<file path="src/rtl/cmac_tx_framer.sv">
// cmac_tx_framer: frames a 512-bit stream into CMAC TX packets, each closed by a trailer beat.
// Optional feature: define CMAC_TX_FRAMER_TIMEOUT_EN to add idle-timeout frame close and timeout_cnt.
module cmac_tx_framer #(
    parameter int unsigned PKT_BEATS     = 16,
    parameter int unsigned FLUSH_TIMEOUT = 1024,
    parameter logic [31:0] TRL_MAGIC     = 32'h5A5A_A5A5
) (
    input  logic         gt_clk,
    input  logic         sys_reset,
    input  logic         in_tvalid,
    output logic         in_tready,
    input  logic [511:0] in_tdata,
    input  logic         in_tlast,
    output logic         tx_usr_axis_tvalid,
    input  logic         tx_usr_axis_tready,
    output logic [511:0] tx_usr_axis_tdata,
    output logic         tx_usr_axis_tlast,
    output logic [63:0]  tx_usr_axis_tkeep,
    output logic [31:0]  frame_cnt,
    output logic [15:0]  timeout_cnt
);
    typedef enum logic [1:0] {IDLE, PAYLOAD, TRAILER} state_t;
    state_t state, state_nx;
    logic [15:0] beat_cnt, beat_cnt_nx;
    logic [31:0] seq;
    logic fl_last, fl_cnt, fl_to, fl_last_nx, fl_cnt_nx, fl_to_nx;
    logic out_free, accept, cnt_hit, expire, load_trl, trl_done;
    logic [511:0] trailer;

    if (PKT_BEATS < 1 || PKT_BEATS > 65535 || FLUSH_TIMEOUT < 1) begin : g_bad_param
        $error("cmac_tx_framer: illegal PKT_BEATS or FLUSH_TIMEOUT");
    end

    // The output register can take a new beat when empty or draining this cycle.
    assign out_free  = !tx_usr_axis_tvalid || tx_usr_axis_tready;
    assign in_tready = (state != TRAILER) && out_free;
    assign accept    = in_tvalid && in_tready;
    assign cnt_hit   = (17'(beat_cnt) + 17'd1) == 17'(PKT_BEATS);
    assign load_trl  = (state == TRAILER) && out_free;
    assign trl_done  = tx_usr_axis_tvalid && tx_usr_axis_tready && tx_usr_axis_tlast;
    assign trailer   = {429'd0, fl_cnt, fl_to, fl_last, beat_cnt, seq, TRL_MAGIC};

`ifdef CMAC_TX_FRAMER_TIMEOUT_EN
    localparam int IW = $clog2(FLUSH_TIMEOUT + 1);
    logic [IW-1:0] idle_cnt;
    // Expiry is flagged one cycle early so the trailer loads FLUSH_TIMEOUT+1 edges after the last beat.
    assign expire = (state == PAYLOAD) && !accept && (32'(idle_cnt) + 32'd1 == FLUSH_TIMEOUT);
    // Idle counter: counts PAYLOAD cycles without input, cleared by acceptance or outside PAYLOAD.
    always_ff @(posedge gt_clk) begin
        if (sys_reset || state != PAYLOAD || accept) idle_cnt <= '0;
        else idle_cnt <= idle_cnt + 1'b1;
    end
    // Saturating count of timeout-closed frames, bumped when CMAC takes their trailer.
    always_ff @(posedge gt_clk) begin
        if (sys_reset) timeout_cnt <= '0;
        else if (trl_done && tx_usr_axis_tdata[81] && timeout_cnt != 16'hFFFF) timeout_cnt <= timeout_cnt + 16'd1;
    end
`else
    assign expire      = 1'b0;
    assign timeout_cnt = '0;
`endif

    // Next state, per-frame beat count and close-reason flags.
    always_comb begin
        state_nx    = state;
        beat_cnt_nx = beat_cnt;
        fl_last_nx  = fl_last;
        fl_cnt_nx   = fl_cnt;
        fl_to_nx    = fl_to;
        if (accept) begin
            beat_cnt_nx = beat_cnt + 16'd1;
            state_nx    = (cnt_hit || in_tlast) ? TRAILER : PAYLOAD;
            fl_last_nx  = in_tlast;
            fl_cnt_nx   = cnt_hit;
            fl_to_nx    = 1'b0;
        end else if (expire) begin
            state_nx   = TRAILER;
            fl_last_nx = 1'b0;
            fl_cnt_nx  = 1'b0;
            fl_to_nx   = 1'b1;
        end else if (load_trl) begin
            state_nx    = IDLE;
            beat_cnt_nx = '0;
        end
    end

    // State register and frame bookkeeping.
    always_ff @(posedge gt_clk) begin
        if (sys_reset) begin
            state    <= IDLE;
            beat_cnt <= '0;
            fl_last  <= 1'b0;
            fl_cnt   <= 1'b0;
            fl_to    <= 1'b0;
        end else begin
            state    <= state_nx;
            beat_cnt <= beat_cnt_nx;
            fl_last  <= fl_last_nx;
            fl_cnt   <= fl_cnt_nx;
            fl_to    <= fl_to_nx;
        end
    end

    // Single-stage output register; holds while CMAC stalls a valid beat.
    always_ff @(posedge gt_clk) begin
        if (sys_reset) begin
            tx_usr_axis_tvalid <= 1'b0;
            tx_usr_axis_tdata  <= '0;
            tx_usr_axis_tlast  <= 1'b0;
            tx_usr_axis_tkeep  <= '0;
        end else if (out_free) begin
            tx_usr_axis_tvalid <= accept || load_trl;
            if (accept) begin
                tx_usr_axis_tdata <= in_tdata;
                tx_usr_axis_tlast <= 1'b0;
                tx_usr_axis_tkeep <= '1;
            end else if (load_trl) begin
                tx_usr_axis_tdata <= trailer;
                tx_usr_axis_tlast <= 1'b1;
                tx_usr_axis_tkeep <= 64'h0000_0000_0000_FFFF;
            end
        end
    end

    // Sequence number and frame counter advance when CMAC accepts a trailer.
    always_ff @(posedge gt_clk) begin
        if (sys_reset) begin
            seq       <= '0;
            frame_cnt <= '0;
        end else if (trl_done) begin
            seq       <= seq + 32'd1;
            frame_cnt <= frame_cnt + 32'd1;
        end
    end
endmodule

</file>
<file path="config.mk">
export PLATFORM = sky130hd
export DESIGN_NAME = cmac_tx_framer
export DESIGN_NICKNAME = d
export VERILOG_FILES = /design/src/rtl/cmac_tx_framer.sv
export SDC_FILE = /design/constraint.sdc
export NUM_CORES = 1
export LEC_CHECK = 0
export BUFFER_PORTS_ARGS = -buffer_cell sky130_fd_sc_hd__buf_2
export CORE_AREA = 2 2 440 442
export CTS_CLUSTER_DIAMETER = 120
export DETAILED_ROUTE_END_ITERATION = 10
export DIE_AREA = 0 0 442 444
export PLACE_DENSITY = 0.35
export RECOVER_POWER = 50
export SLEW_MARGIN = 10
export SYNTH_ARGS = -nofsm -noshare
export SYNTH_HDL_FRONTEND = slang
export SYNTH_SLANG_ARGS = --single-unit
</file>
<file path="constraint.sdc">
create_clock -name gt_clk -period 2.6 [get_ports gt_clk]
set_input_delay 0.52 -clock gt_clk [delete_from_list [all_inputs] [get_ports gt_clk]]
set_output_delay 0.52 -clock gt_clk [all_outputs]
set_load 0.01 [all_outputs]
</file>
# Word-level counts from Yosys, hierarchy flattened
# Cells that the tools add are included.
# op_classes
eq_ne	3
n_addsub	4
n_mux	11
reduce_logical	11
# op_table
operator	n
2-to-1 mux 512 bit	2
2-to-1 mux 64 bit	2
adder 32 x 1 -> 32 bit, second input constant	2
2-to-1 mux 16 bit	2
adder 16 x 1 -> 17 bit, second input constant	1
== test 17 x 5 -> 1 bit, second input constant	1
adder 16 x 1 -> 16 bit, second input constant	1
2-to-1 mux 2 bit	3
logical AND 1 bit	5
logical OR 1 bit	3
== test 2 bit, second input constant	1
2-to-1 mux 1 bit	2
!= test 2 bit, second input constant	1
AND reduction 2 bit	1
nonzero test 2 bit	1
logical NOT 1 bit	1
# word_totals
input_bits	517
elab_cells	39
regBits	662
out_inout_bits	627

# Longest topological paths before layout
# depth
depth_word	6
mapped_depth	8
ltp_nobuf	7

# Worst setup path before layout
# No wires, ideal clock.
# synth_timing
kind	register to register
from	register beat_cnt[1]
to	register state[1]
n_path_buf	1
setup_slack_ns	0.262
path_stages_with_launch	9
arrival_time_ns	2.251
required_time_ns	2.514
period_less_slack_ns	2.338
path_cell_list	dfxtp_1 -> ha_1 -> buf_2 -> inv_1 -> nor4_1 -> xnor2_1 -> o2111ai_1 -> or4_1 -> a221oi_2
# synth_between
elab_chain_len	5
# synth_rtl
item	line_no	rtl
from (decl)	24	logic [15:0] beat_cnt, beat_cnt_nx;
from (signal assigned)	97	beat_cnt <= beat_cnt_nx;
adder 16 x 1 -> 17 bit	38	assign cnt_hit = (17'(beat_cnt) + 17'd1) == 17'(PKT_BEATS);
== test 17 x 5 -> 1 bit	38	
logical OR 1 bit	72	state_nx = (cnt_hit || in_tlast) ? TRAILER : PAYLOAD;
2-to-1 mux 2 bit	72	
2-to-1 mux 2 bit	70	if (accept) begin
to (signal assigned)	96	state <= state_nx;
to (decl)	23	state_t state, state_nx;
# Every way passes these cells.
# A chain may end at the register's enable or synchronous reset.

# Worst setup path in the final report
# layout_timing
from	register beat_cnt[0]
to	register state[1]
# Same word-level chain as after synthesis.

==> metrics.md <==
| Metric | Value |
|---|---|
| Critical Path RT | 3200 ps |
| GPL Wtd Cong | 0.903 |
| Top Usage Layer GRT | met2 |
| Worst-skew pair later-pin latency | 700 ps |
| Run status | finished, final reports clean |
| Initial antenna violation count | 76 |
| Crit path kind | reg2reg |
| Reg power frac | 39.0% |
| Max FO, Critical Path | 6 |
| Distinct cells, synth | 48 |
| Met2 usage | 25.1% |
| Unrepaired setup endpoints after global routing | no |
| F_max | 415 MHz |
| Mapped Area | 23000 µm² |
| # setup viols final | 0 |
| Detailed router's first-iteration violation count | 1967 |
| Sw frac | 30.0% |
| Worst slew pin tran | 793 ps |
| Clock sinks | 600 |
| Final worst-path cycle share | 92.6% |
| #FFs+latches synth | 600 |
| Cell Pwr Density | 725 nW/µm² |
| Seq/Total Area, Yosys | 52.3% |
| Core area | 192000 µm² |
| Clock-pin slew on the worst setup and hold paths | 60 ps |
| Startpoint Class | register |
| Hold crit path type | in2reg |
| I/O pins | 1144 |
| Synthesis-to-layout area growth | 56.1% |
| Clock tree root buffer cell | clkbuf_16 |
| Number of buffers added on ports | 1127 |
| Initial core utilization | 12.0% |
| Slew Limit Fails | 0 |
| Buffers & Inverters on Critical Path | 0 |
| Static Leak | 13.5 nW |
| Path length in cells of the critical path | 7 |
| Fill cell count | 21.9k |
| Die area | 196000 µm² |
| Worst setup EP type | register |
| Final core utilization | 18.7% |
| Hold slack | 81.3 ps |
| Skew final | 54.2 ps |
| Drt drc | 0 |
| Max Cap Viol | 0 |
| Hold path cells | 3 |
| First-pass GRT wire length | 196 mm |
| Die width | 442 µm |
| Pre-Repair DR Iteration Count | 5 |
| Critical Path Slowest Stage Cell | or4_1 |
| Critical Path Max Stage Delay | 530 ps |
| Share of layout cells above drive strength 1 | 20.1% |
| Psw | 0.00780 W |
| Routed len/inst | 21.5 µm |
| GRT Overall Usage | 13.9% |
| Vias after detailed routing | 25.6k |
| Final Hold Viols | 0 |
| Total Wirelength | 143 mm |
| Total Nets Final | 4593 |
| R2R cell count | 7 |
| Cells after Synth | 2854 |
| Inserted Clock Buffers | 79 |
| Die Ht | 444 µm |
| Met3 Use GR | 3.85% |
| Met1 Usage GRT | 15.8% |
| Delay-heaviest family, CP | simple AND/OR/NAND/NOR gates |
| Most frequent cells in the layout | 600 x dfxtp_1, 600 x buf_2, 551 x clkbuf_1 |
| Deepest clock path buffer count | 3 |
| Post-synthesis async set-or-reset flop share | 0% |
| Top_reg_cell synth | dfxtp_1 |
| Post-synth EDFFs | 0 |
| Vias in the first global route | 24.4k |
| Pre-CTS setup slack | 49.0 ps |
| Maximum vdd drop | 0.380 mV |
| Slew HR | 47.0% |
| Remaining antenna violation count after routing | 0 |
| Largest net degree at the start of global routing | 106 |
| Crit path DAT | 3010 ps |
| Combinational Power Share | 16.5% |
| TritonCTS clock tree | done |
| Cell Rows | 161 |
| Post-detail-place hpwl | 111 mm |
| Yosys warning count | 0 |
| Clk pwr share | 44.5% |
| Period minus WS final | 2410 ps |
| Grt ovf | 0 |
| Internal power | 0.0182 W |
| Crit-path cells | ha_1, nand3_1, xnor2_1, nand3_1, or4_1, or4_1, a221oi_2 |
| H-tree Lvls | 3 |
| Setup TNS | 0 ps |
| Worst setup margin | 192 ps |
| Syn avg cell area | 8.05 µm² |
| Vias per inst | 3.84 |
[routing by layer]
layer | vias up | share of wire, %
met5 | - | 0.036
met4 | 8 | 2.7
met3 | 243 | 7.0
met2 | 975 | 51
met1 | 12284 | 39
li1 | 12114 | -
[state kept, by name, summed over array words and instances (netlist names)]
signal              cells
beat_cnt               16
fl_cnt                  1
fl_last                 1
frame_cnt              32
seq                    32
state                   2
tx_usr_axis_tdata     512
tx_usr_axis_tkeep       2
tx_usr_axis_tlast       1
tx_usr_axis_tvalid      1
[cells in the mapped netlist (all sizes together), types with 7 or more instances]
master,number,area [µm²]
nand4,19,125
a21oi,523,2620
nor2,99,372
and4,8,70.1
clkbuf,246,925
nor4,7,50.1
dfxtp,600,12000
a31oi,7,43.8
xor2,48,420
and3,12,75.1
inv,7,26.3
or3,10,62.6
a22oi,48,360
nor3,45,225
nand3,477,2390
o21ai,17,85.1
nand2,540,2030
buf,90,636
xnor2,14,123
[worst paths after layout]
| check | start | endpoint | slack (ps) |
|---|---|---|---|
| max | beat_cnt[0]$_SDFFE_PP0P_ | state[1]$_SDFFE_PP0P_ | 190 |
| max reg2reg | beat_cnt[0]$_SDFFE_PP0P_ | state[1]$_SDFFE_PP0P_ | 190 |
| min | in_tdata[240] | tx_usr_axis_tdata[240]$_SDFFE_PP0P_ | 80 |
| min reg2reg | tx_usr_axis_tdata[79]$_SDFFE_PP0P_ | tx_usr_axis_tdata[79]$_SDFFE_PP0P_ | 450 |
[timing repair]
| action | 4_1_cts | 5_1_grt |
|---|---|---|
| gates resized for setup | 0 | 2 |
| buffers inserted | 0 | 0 |
| endpoints found under the setup margin | 0 | 2 |
| hold buffers | 232 | 0 |
| hold endpoints to repair | 232 | 0 |
[cell families (layout without fill, tap and decap cells)]
logic type	after synthesis	in the layout	share of synthesized area [%]
other	1	27	0.0163
adder cells (fa/ha/maj)	4	4	0.218
XOR/XNOR	62	62	2.36
buffers and inverters	343	1604	6.90
AND/OR/NAND/NOR	1236	1236	24.2
AO/OA/AOI/OAI	608	608	14.1
flip-flops	600	600	52.3
[through the flow]
stage,total power [W],cell area [µm²],instances
2_1_floorplan,0.0123,23000,2869
3_3_place_gp,0.0146,31500,6285
3_5_place_dp,0.0146,31500,6285
4_1_cts,0.0267,36600,6656
5_1_grt,0.0273,35900,6665
6_report,0.0260,35900,6667
[final cells by class]
type,instances,area (µm²),share of cell area (%)
multi-input combinational,1926,9480,26.4
timing repair buffer,1458,8460,23.6
clock inverter,22,402,1.12
tap,2526,3160,8.81
inverter,7,26.3,0.0732
clock buffer,117,2320,6.47
antenna,11,27.5,0.0767
sequential,600,12000,33.5
[worst register-to-register path: cells and delay by family, from the launching register on]
| family | cells | cell delay (ps) |
|---|---|---|
| adder cells (fa/ha/maj) | 1 | 280 |
| AO/OA/AOI/OAI | 1 | 220 |
| flip-flops | 1 | 330 |
| XOR/XNOR | 1 | 250 |
| AND/OR/NAND/NOR | 4 | 1250 |
[power groups by stage]
stage / Clock [W] / Sequential [W] / Combinational, W
after detailed placement: 0 / 0.0103 / 0.00426
after global routing: 0.0124 / 0.0102 / 0.00467
after CTS: 0.0121 / 0.0101 / 0.00457
after global placement: 0 / 0.0103 / 0.00428
final: 0.0116 / 0.0101 / 0.00429
after floorplan: 0 / 0.0106 / 0.00175
No activity file was read; power rests on OpenSTA's default activity.
